$ cat config.mk
export PLATFORM = sky130hd
export DESIGN_NAME = master_port_burst
export DESIGN_NICKNAME = d
export VERILOG_FILES = /design/src/rtl/master_port_burst.sv
export SDC_FILE = /design/constraint.sdc
export NUM_CORES = 1
export LEC_CHECK = 0
export BUFFER_PORTS_ARGS = -buffer_cell sky130_fd_sc_hd__clkbuf_2
export CORE_UTILIZATION = 58
export CTS_CLUSTER_SIZE = 14
export DETAILED_ROUTE_END_ITERATION = 8
export PLACE_DENSITY = 0.86
export SLEW_MARGIN = 20
export SYNTH_ARGS = -nofsm -noshare
export SYNTH_HDL_FRONTEND = slang
export SYNTH_SLANG_ARGS = --single-unit
$ cat constraint.sdc
create_clock -name clk -period 3.45 [get_ports clk]
set_clock_uncertainty 0.15 [all_clocks]
set_input_delay 0.8625 -clock clk [delete_from_list [all_inputs] [get_ports clk]]
set_output_delay 0.8625 -clock clk [all_outputs]
set_load 0.01 [all_outputs]
$ cat src/rtl/master_port_burst.sv
// Serial-bus master port: burst commands become per-beat serial transactions
// (device address, ack, memory address, data) while holding bus ownership.
module master_port_burst #(
    parameter int ADDR_WIDTH           = 16,
    parameter int DATA_WIDTH           = 8,
    parameter int SLAVE_MEM_ADDR_WIDTH = 12,
    parameter int LANE_WIDTH           = 1,
    parameter int MAX_BURST            = 8,
    parameter int TIMEOUT              = 5,
    parameter int MAX_RETRY            = 2
) (
    input  logic                         clk,
    input  logic                         rstn,
    input  logic                         dvalid,
    output logic                         dready,
    input  logic [ADDR_WIDTH-1:0]        daddr,
    input  logic                         dmode,
    input  logic [$clog2(MAX_BURST):0]   dlen,
    input  logic [DATA_WIDTH-1:0]        dwdata,
    input  logic                         dwvalid,
    output logic                         dwready,
    input  logic [DATA_WIDTH-1:0]        dwnext,
    output logic [DATA_WIDTH-1:0]        drdata,
    output logic                         drvalid,
    output logic                         dresp_valid,
    output logic                         derr,
    input  logic [LANE_WIDTH-1:0]        mrdata,
    output logic [LANE_WIDTH-1:0]        mwdata,
    output logic                         mmode,
    output logic                         mvalid,
    input  logic                         svalid,
    output logic                         mbreq,
    input  logic                         mbgrant,
    input  logic                         msplit,
    input  logic                         ack
);
    localparam int SM     = SLAVE_MEM_ADDR_WIDTH;
    localparam int DEV_W  = ADDR_WIDTH - SM;
    localparam int DEV_CH = DEV_W / LANE_WIDTH;
    localparam int MEM_CH = SM / LANE_WIDTH;
    localparam int DAT_CH = DATA_WIDTH / LANE_WIDTH;
    localparam int LW     = $clog2(MAX_BURST) + 1;
    localparam int SW0    = (DEV_W > SM) ? DEV_W : SM;
    localparam int SW     = (SW0 > DATA_WIDTH) ? SW0 : DATA_WIDTH;
    localparam int CW     = $clog2(SW) + 1;
    localparam int TW     = $clog2(TIMEOUT + 1) + 1;
    localparam int RW     = $clog2(MAX_RETRY + 1) + 1;

    typedef enum logic [3:0] {
        IDLE, REQ, SADDR, WAIT, ADDR, WDATA, WFETCH, RDATA, SPLIT, RESP
    } state_t;

    state_t                state_q, state_d;
    logic [ADDR_WIDTH-1:0] addr_q, addr_d;
    logic                  mode_q, mode_d;
    logic [LW-1:0]         len_q, len_d, beat_q, beat_d, dlen_c;
    logic [DATA_WIDTH-1:0] wd_q, wd_d, asm_q, asm_d, drdata_q, drdata_d;
    logic                  drvalid_q, drvalid_d, derr_q, derr_d;
    logic [SW-1:0]         sh_q, sh_d, dev_f, mem_f;
    logic [CW-1:0]         cnt_q, cnt_d;
    logic [TW-1:0]         wait_q, wait_d;
    logic [RW-1:0]         retry_q, retry_d;
    logic                  last_beat, adv;

    assign dev_f     = SW'(addr_q[ADDR_WIDTH-1:SM]);
    assign mem_f     = SW'(addr_q[SM-1:0]);
    assign last_beat = (beat_q == len_q - LW'(1));

    assign dready      = (state_q == IDLE);
    assign mbreq       = (state_q != IDLE) && (state_q != RESP);
    assign mvalid      = (state_q == SADDR) || (state_q == ADDR) ||
                         (state_q == WDATA);
    assign dwready     = (state_q == WFETCH);
    assign dresp_valid = (state_q == RESP);
    assign mwdata      = sh_q[LANE_WIDTH-1:0];
    assign mmode       = mode_q;
    assign drdata      = drdata_q;
    assign drvalid     = drvalid_q;
    assign derr        = derr_q;

    always_comb begin
        dlen_c = dlen;
        if (dlen == '0)
            dlen_c = LW'(1);
        else if (dlen > LW'(MAX_BURST))
            dlen_c = LW'(MAX_BURST);
    end

    always_comb begin
        state_d   = state_q;
        addr_d    = addr_q;
        mode_d    = mode_q;
        len_d     = len_q;
        beat_d    = beat_q;
        wd_d      = wd_q;
        asm_d     = asm_q;
        drdata_d  = drdata_q;
        drvalid_d = 1'b0;
        derr_d    = derr_q;
        sh_d      = sh_q;
        cnt_d     = cnt_q;
        wait_d    = wait_q;
        retry_d   = retry_q;
        adv       = 1'b0;
        unique case (state_q)
            IDLE: begin
                if (dvalid) begin
                    addr_d  = daddr;
                    mode_d  = dmode;
                    len_d   = dlen_c;
                    wd_d    = dwdata;
                    beat_d  = '0;
                    retry_d = '0;
                    derr_d  = 1'b0;
                    cnt_d   = '0;
                    wait_d  = '0;
                    state_d = REQ;
                end
            end
            REQ: begin
                if (mbgrant) begin
                    sh_d    = dev_f;
                    cnt_d   = '0;
                    state_d = SADDR;
                end
            end
            SADDR: begin
                sh_d  = sh_q >> LANE_WIDTH;
                cnt_d = cnt_q + CW'(1);
                if (cnt_q == CW'(DEV_CH - 1)) begin
                    cnt_d   = '0;
                    wait_d  = '0;
                    state_d = WAIT;
                end
            end
            WAIT: begin
                wait_d = wait_q + TW'(1);
                // ack wins over a timeout landing in the same cycle
                if (ack) begin
                    sh_d    = mem_f;
                    cnt_d   = '0;
                    state_d = ADDR;
                end else if (wait_d == TW'(TIMEOUT)) begin
                    if (retry_q < RW'(MAX_RETRY)) begin
                        retry_d = retry_q + RW'(1);
                        wait_d  = '0;
                        sh_d    = dev_f;
                        cnt_d   = '0;
                        state_d = SADDR;
                    end else begin
                        derr_d  = 1'b1;
                        state_d = RESP;
                    end
                end
            end
            ADDR: begin
                sh_d  = sh_q >> LANE_WIDTH;
                cnt_d = cnt_q + CW'(1);
                if (cnt_q == CW'(MEM_CH - 1)) begin
                    cnt_d = '0;
                    if (mode_q) begin
                        sh_d    = SW'(wd_q);
                        state_d = WDATA;
                    end else begin
                        state_d = RDATA;
                    end
                end
            end
            WDATA: begin
                sh_d  = sh_q >> LANE_WIDTH;
                cnt_d = cnt_q + CW'(1);
                if (cnt_q == CW'(DAT_CH - 1)) begin
                    cnt_d   = '0;
                    state_d = last_beat ? RESP : WFETCH;
                end
            end
            WFETCH: begin
                if (dwvalid) begin
                    wd_d = dwnext;
                    adv  = 1'b1;
                end
            end
            RDATA: begin
                if (msplit) begin
                    state_d = SPLIT;
                end else if (svalid) begin
                    asm_d[int'(cnt_q)*LANE_WIDTH +: LANE_WIDTH] = mrdata;
                    cnt_d = cnt_q + CW'(1);
                    if (cnt_q == CW'(DAT_CH - 1)) begin
                        drdata_d  = asm_d;
                        drvalid_d = 1'b1;
                        cnt_d     = '0;
                        if (last_beat)
                            state_d = RESP;
                        else
                            adv = 1'b1;
                    end
                end
            end
            SPLIT: begin
                if (!msplit && mbgrant)
                    state_d = RDATA;
            end
            RESP: begin
                state_d = IDLE;
            end
        endcase
        // device field is fixed; memory field wraps inside the same slave
        if (adv) begin
            addr_d[SM-1:0] = addr_q[SM-1:0] + SM'(1);
            beat_d         = beat_q + LW'(1);
            retry_d        = '0;
            sh_d           = dev_f;
            cnt_d          = '0;
            state_d        = SADDR;
        end
    end

    always_ff @(posedge clk) begin
        if (!rstn) begin
            state_q   <= IDLE;
            addr_q    <= '0;
            mode_q    <= 1'b0;
            len_q     <= '0;
            beat_q    <= '0;
            wd_q      <= '0;
            asm_q     <= '0;
            drdata_q  <= '0;
            drvalid_q <= 1'b0;
            derr_q    <= 1'b0;
            sh_q      <= '0;
            cnt_q     <= '0;
            wait_q    <= '0;
            retry_q   <= '0;
        end else begin
            state_q   <= state_d;
            addr_q    <= addr_d;
            mode_q    <= mode_d;
            len_q     <= len_d;
            beat_q    <= beat_d;
            wd_q      <= wd_d;
            asm_q     <= asm_d;
            drdata_q  <= drdata_d;
            drvalid_q <= drvalid_d;
            derr_q    <= derr_d;
            sh_q      <= sh_d;
            cnt_q     <= cnt_d;
            wait_q    <= wait_d;
            retry_q   <= retry_d;
        end
    end
endmodule

# Word-level counts from Yosys, hierarchy flattened
# Cells that the tools add are included.
totals:
  ff_bits: 79
  latchBits: 0
  mem_bits_rw: 0
  mem_bits_ro: 0
  input_bits: 46
  output_inout_bits: 17
  word_cells: 180
  mem_count: 0
op_classes:
  n_addsub: 7
  mul: 0
  div_mod_pow: 0
  n_lt_le_gt_ge: 2
  n_eq_ne: 44
  shifts: 2
  muxes: 70
  bitwise_logic: 4
  reduce_logical: 34
ops:
  columns: ["op", "n"]
  rows:
  - ["$mux W4", 24]
  - ["$mux W12", 7]
  - ["$mux W5", 10]
  - ["$pmux W12 S4", 1]
  - ["$pmux W4 S9", 1]
  - ["$pmux W5 S7", 1]
  - ["$neg A5 Y33", 1]
  - ["$shift A1 B33 Y8 const A", 1]
  - ["$shiftx A1 B33 Y8", 1]
  - ["$ne A4 B4 Y1 const B", 6]
  - ["$mux W11", 2]
  - ["$reduce_and A11 Y1", 2]
  - ["$ne A3 B3 Y1 const B", 7]
  - ["$eq A4 B3 Y1 const B", 5]
  - ["$ne A2 B2 Y1 const B", 10]
  - ["$mux W8", 2]
  - ["$pmux W8 S2", 1]
  - ["$add A12 B1 Y12 const B", 1]
  - ["$mux W3", 4]
  - ["$ne A3 B2 Y1 const B", 4]
  - ["$pmux W4 S3", 1]
  - ["$reduce_and A4 Y1", 3]
  - ["$mux W1", 10]
  - ["$reduce_and A5 Y1", 2]
  - ["35 further kinds", 56]

# Longest topological paths before layout
logic_depth:
  depth_word: 9
  mapped_depth: 10
  depth_no_buf: 10

# Worst setup path before layout
# OpenSTA, ideal clock, no wires.
synth_timing:
  path_kind: "flip-flop to output port"
  startpoint: "register state_q[3]"
  endpoint: "output port mbreq"
  t_arrival_ns: 1.690
  required_ns: 2.438
  path_slack_ns: 0.747
  path_stages_with_launch: 7
  n_path_buf: 3
  cell_sequence: "dfxtp_1 buf_4 clkbuf_1 clkbuf_1 nor2b_1 nor3b_1 nor2_1"
synth_via:
  elab_chain_cells: 2
  elab_cells_between_ends: 3
  classes_between: "eq/ne: 1; reduce/logical: 2"
synth_lines:
  columns: ["item", "line_no", "text"]
  rows:
  - ["start: declaration", "53", "state_t state_q, state_d;"]
  - ["start signal: assignment", "236", "state_q <= state_d;"]
  - ["$ne A4 B4 Y1 or $reduce_bool A4 Y1 (tied branches)", "70", "assign mbreq = (state_q != IDLE) && (state_q != RESP);"]
  - ["$logic_and A1 B1 Y1 (*)", "70", null]
  - ["end: declaration", "32", "output logic mbreq,"]
# Mark *: on every way between the ends. The rest lies on a longest branch, timed or not.

# Worst setup path after layout
layout_timing:
  startpoint: "register state_q[2]"
  endpoint: "output port dwready"
layout_via:
  elab_chain_cells: 1
layout_lines:
  columns: ["item", "line_no", "text"]
  rows:
  - ["$eq A4 B3 Y1", "73", "assign dwready = (state_q == WFETCH);"]
  - ["end: declaration", "21", "output logic dwready,"]
# Every way passes these cells.

==> insert_results.sql <==
INSERT INTO impl_metrics (metric_group, metric, value, unit) VALUES
('power', 'fin_total_pwr', '3.09', 'mW'),
('drt', 'antenna_left', '0', ''),
('status', 'status', 'completed', ''),
('global_route', 'via_count_of_the_first_global_routing_pass', '3935', ''),
('synth', 'synth_compound_gate_area_share', '24.9', '%'),
('timing', 'fin_hold_viols', '0', ''),
('floorplan', 'dieWidth', '89.6', 'um'),
('timing', 'post-route-min-period', '3.07', 'ns'),
('timing', 'rsz0062_at_grt', 'false', ''),
('global_route', 'global_route.overflow_total', '0', ''),
('cts', 'cts_repair_resize_count', '0', ''),
('drt', 'detail_route.wl_per_cell', '16.4', 'um'),
('worst_setup_path', 'timing.critical_path.fanout_max', '19', ''),
('layout', 'layout_common_cells', '79 x dfxtp_1, 62 x clkbuf_2, 60 x a21oi_1', ''),
('layout', 'finalNetCount', '661', ''),
('global_route', 'global_route_wire_length_before_repair', '18500', 'um'),
('worst_setup_path', 'start_kind', 'flip-flop', ''),
('place', 'post-place-cells', '694', ''),
('power', 'max_vdd_drop', '0.000318', 'V'),
('worst_setup_path', 'worst-endpoint-required', '2.44', 'ns'),
('place', 'portBuffers', '62', ''),
('timing', 'slew_viol_final', '0', ''),
('synth', 'synthAdderAreaFrac', '2.53', '%'),
('synth', 'synth-seq-cells', '79', ''),
('synth', 'synthCells', '551', ''),
('synth', 'synth.net_count', '606', ''),
('timing', 'layout_setup_ws', '0.379', 'ns'),
('drt', 'via_count', '4461', ''),
('layout', 'final_core_utilization', '68.8', '%'),
('cts', 'ctsHoldBuffers', '0', ''),
('layout', 'area_growth_syn_to_layout', '13.2', '%'),
('drt', 'totalWireLength', '11700', 'um'),
('cts', 'cts_tree', 'done', ''),
('layout', 'antenna_diode_instance_count', '0', ''),
('synth', 'seq_area_frac_synth', '35.5', '%'),
('synth', 'synth_area_leader_cell', 'dfxtp_1', ''),
('layout', 'commonest_non_fill_non_tap_cell_in_the_layout', 'dfxtp_1', ''),
('drt', 'metal3_wl', '836', 'um'),
('global_route', 'grtUsageTotal', '30.3', '%'),
('worst_setup_path', 'arrival', '2.06', 'ns'),
('timing', 'timing.hold.ws', '0.312', 'ns'),
('synth', 'synth_xor_xnor_area_share', '1.52', '%'),
('cts', 'ctsRootBufferMaster', 'clkbuf_8', ''),
('timing', 'max_freq', '0.326', 'GHz'),
('timing', 'tightestPinTransition', '0.883', 'ns'),
('layout', 'post_route_cells_drive_above_1_share', '18.7', '%'),
('global_route', 'grt_start_max_net_pins', '28', ''),
('timing', 'setup_viol', '0', ''),
('power', 'pwr_density_cell', '613', 'nW/um^2'),
('global_route', 'antenna_violations_before_repair', '0', ''),
('drt', 'detailroute.wirelength.met2', '5480', 'um'),
('floorplan', 'design.core.area', '7330', 'um^2'),
('floorplan', 'die-area', '8030', 'um^2'),
('synth', 'netlist-cell-type-count', '73', ''),
('synth', 'post_synth_instance_area', '4450', 'um^2'),
('place', 'gpl.final_weighted_congestion', '0.930', ''),
('place', 'placed_inst_area', '4860', 'um^2'),
('floorplan', 'initial_utilization', '60.7', '%'),
('layout', 'layoutNonFillerInstCount', '710', ''),
('cts', 'post_cts_buffers', '0', ''),
('synth', 'synth-main-ff-cell', 'dfxtp_1', ''),
('timing', 'final_clock_period_utilization_by_the_worst_path', '89.0', '%'),
('synth', 'synth_area_per_cell', '8.08', 'um^2'),
('cts', 'cts-buffers-inserted', '9', ''),
('timing', 'setup_total_negative_slack', '0', 'ns'),
('timing', 'relSlewSlack', '40.4', '%'),
('synth', 'synth_top_family_by_area', 'simple AND/OR/NAND/NOR gates', ''),
('drt', 'avgViaCountPerCell', '6.28', ''),
('cts', 'worstSkewPairLatency', '0.36', 'ns'),
('drt', 'm1WireLength', '5100', 'um'),
('floorplan', 'die_h', '89.6', 'um');
==> worst paths after layout <==
kind	from	end	slack (ns)	cells after the start
worst max register to register	state_q[2]	addr_q[8]	0.55	7
worst min register to register	addr_q[14]	addr_q[14]	0.31	2
worst max-delay path	state_q[2]	dwready	0.38	2
worst min-delay path	addr_q[14]	addr_q[14]	0.31	2
==> sequential cells by signal, indices dropped and copies added, names as in the netlist, 5 cells and up <==
| signal | cells |
|---|---|
| wd_q | 8 |
| asm_q | 8 |
| drdata | 8 |
| addr_q | 16 |
| sh_q | 12 |
| cnt_q | 5 |
==> synthesized netlist by cell type, types with 4 or more instances <==
master	instances
a22o_1	8
nand4_1	6
nand2_1	51
clkbuf_1	19
or3_1	5
o21a_1	4
buf_2	10
nand2b_1	9
o21ai_0	31
nand3b_1	8
a221o_1	4
nand3_1	13
ha_1	9
and3_1	8
a21oi_1	60
nor3_1	24
a221oi_1	8
xnor2_1	4
nor2b_1	6
nor2_1	50
mux2i_1	19
a31oi_1	9
inv_1	14
dfxtp_1	79
and2_1	6
nor3b_1	4
a211oi_1	11
==> cell families after synthesis <==
logic type,count (synthesis)
buf+inv,50
compound gates,170
mux,20
fa+ha+maj,9
xor+xnor,6
simple gates,217
flops,79
==> routing by layer <==
metal / global-route usage [%] / vias to the layer above
li1: - / 2154
met4: 10.8 / 0
met2: 48.5 / 204
met1: 40.9 / 2081
met3: 5.67 / 22
met5: 0 / -
==> worst max-delay path, cell delays in order (launching register included) <==
cell      delay [ns]
dfxtp_1         0.74
nor4bb_2        0.71
clkbuf_2        0.24
==> where the power goes <==
part           leakage (nW)  internal, mW  switching [mW]
sequential            0.642          1.04           0.168
clock                0.0890         0.303           0.362
combinational          1.24         0.500           0.722
total                  1.97          1.84            1.25
==> cell type report <==
cell class	instances	area share, %
clock inverter	4	0.571
timing repair buffer	79	8.68
inverter	15	1.12
sequential	79	31.4
clock buffer	12	3.08
multi-input combinational	422	52.7
tap	99	2.46
(Power assumes the default switching activity.)
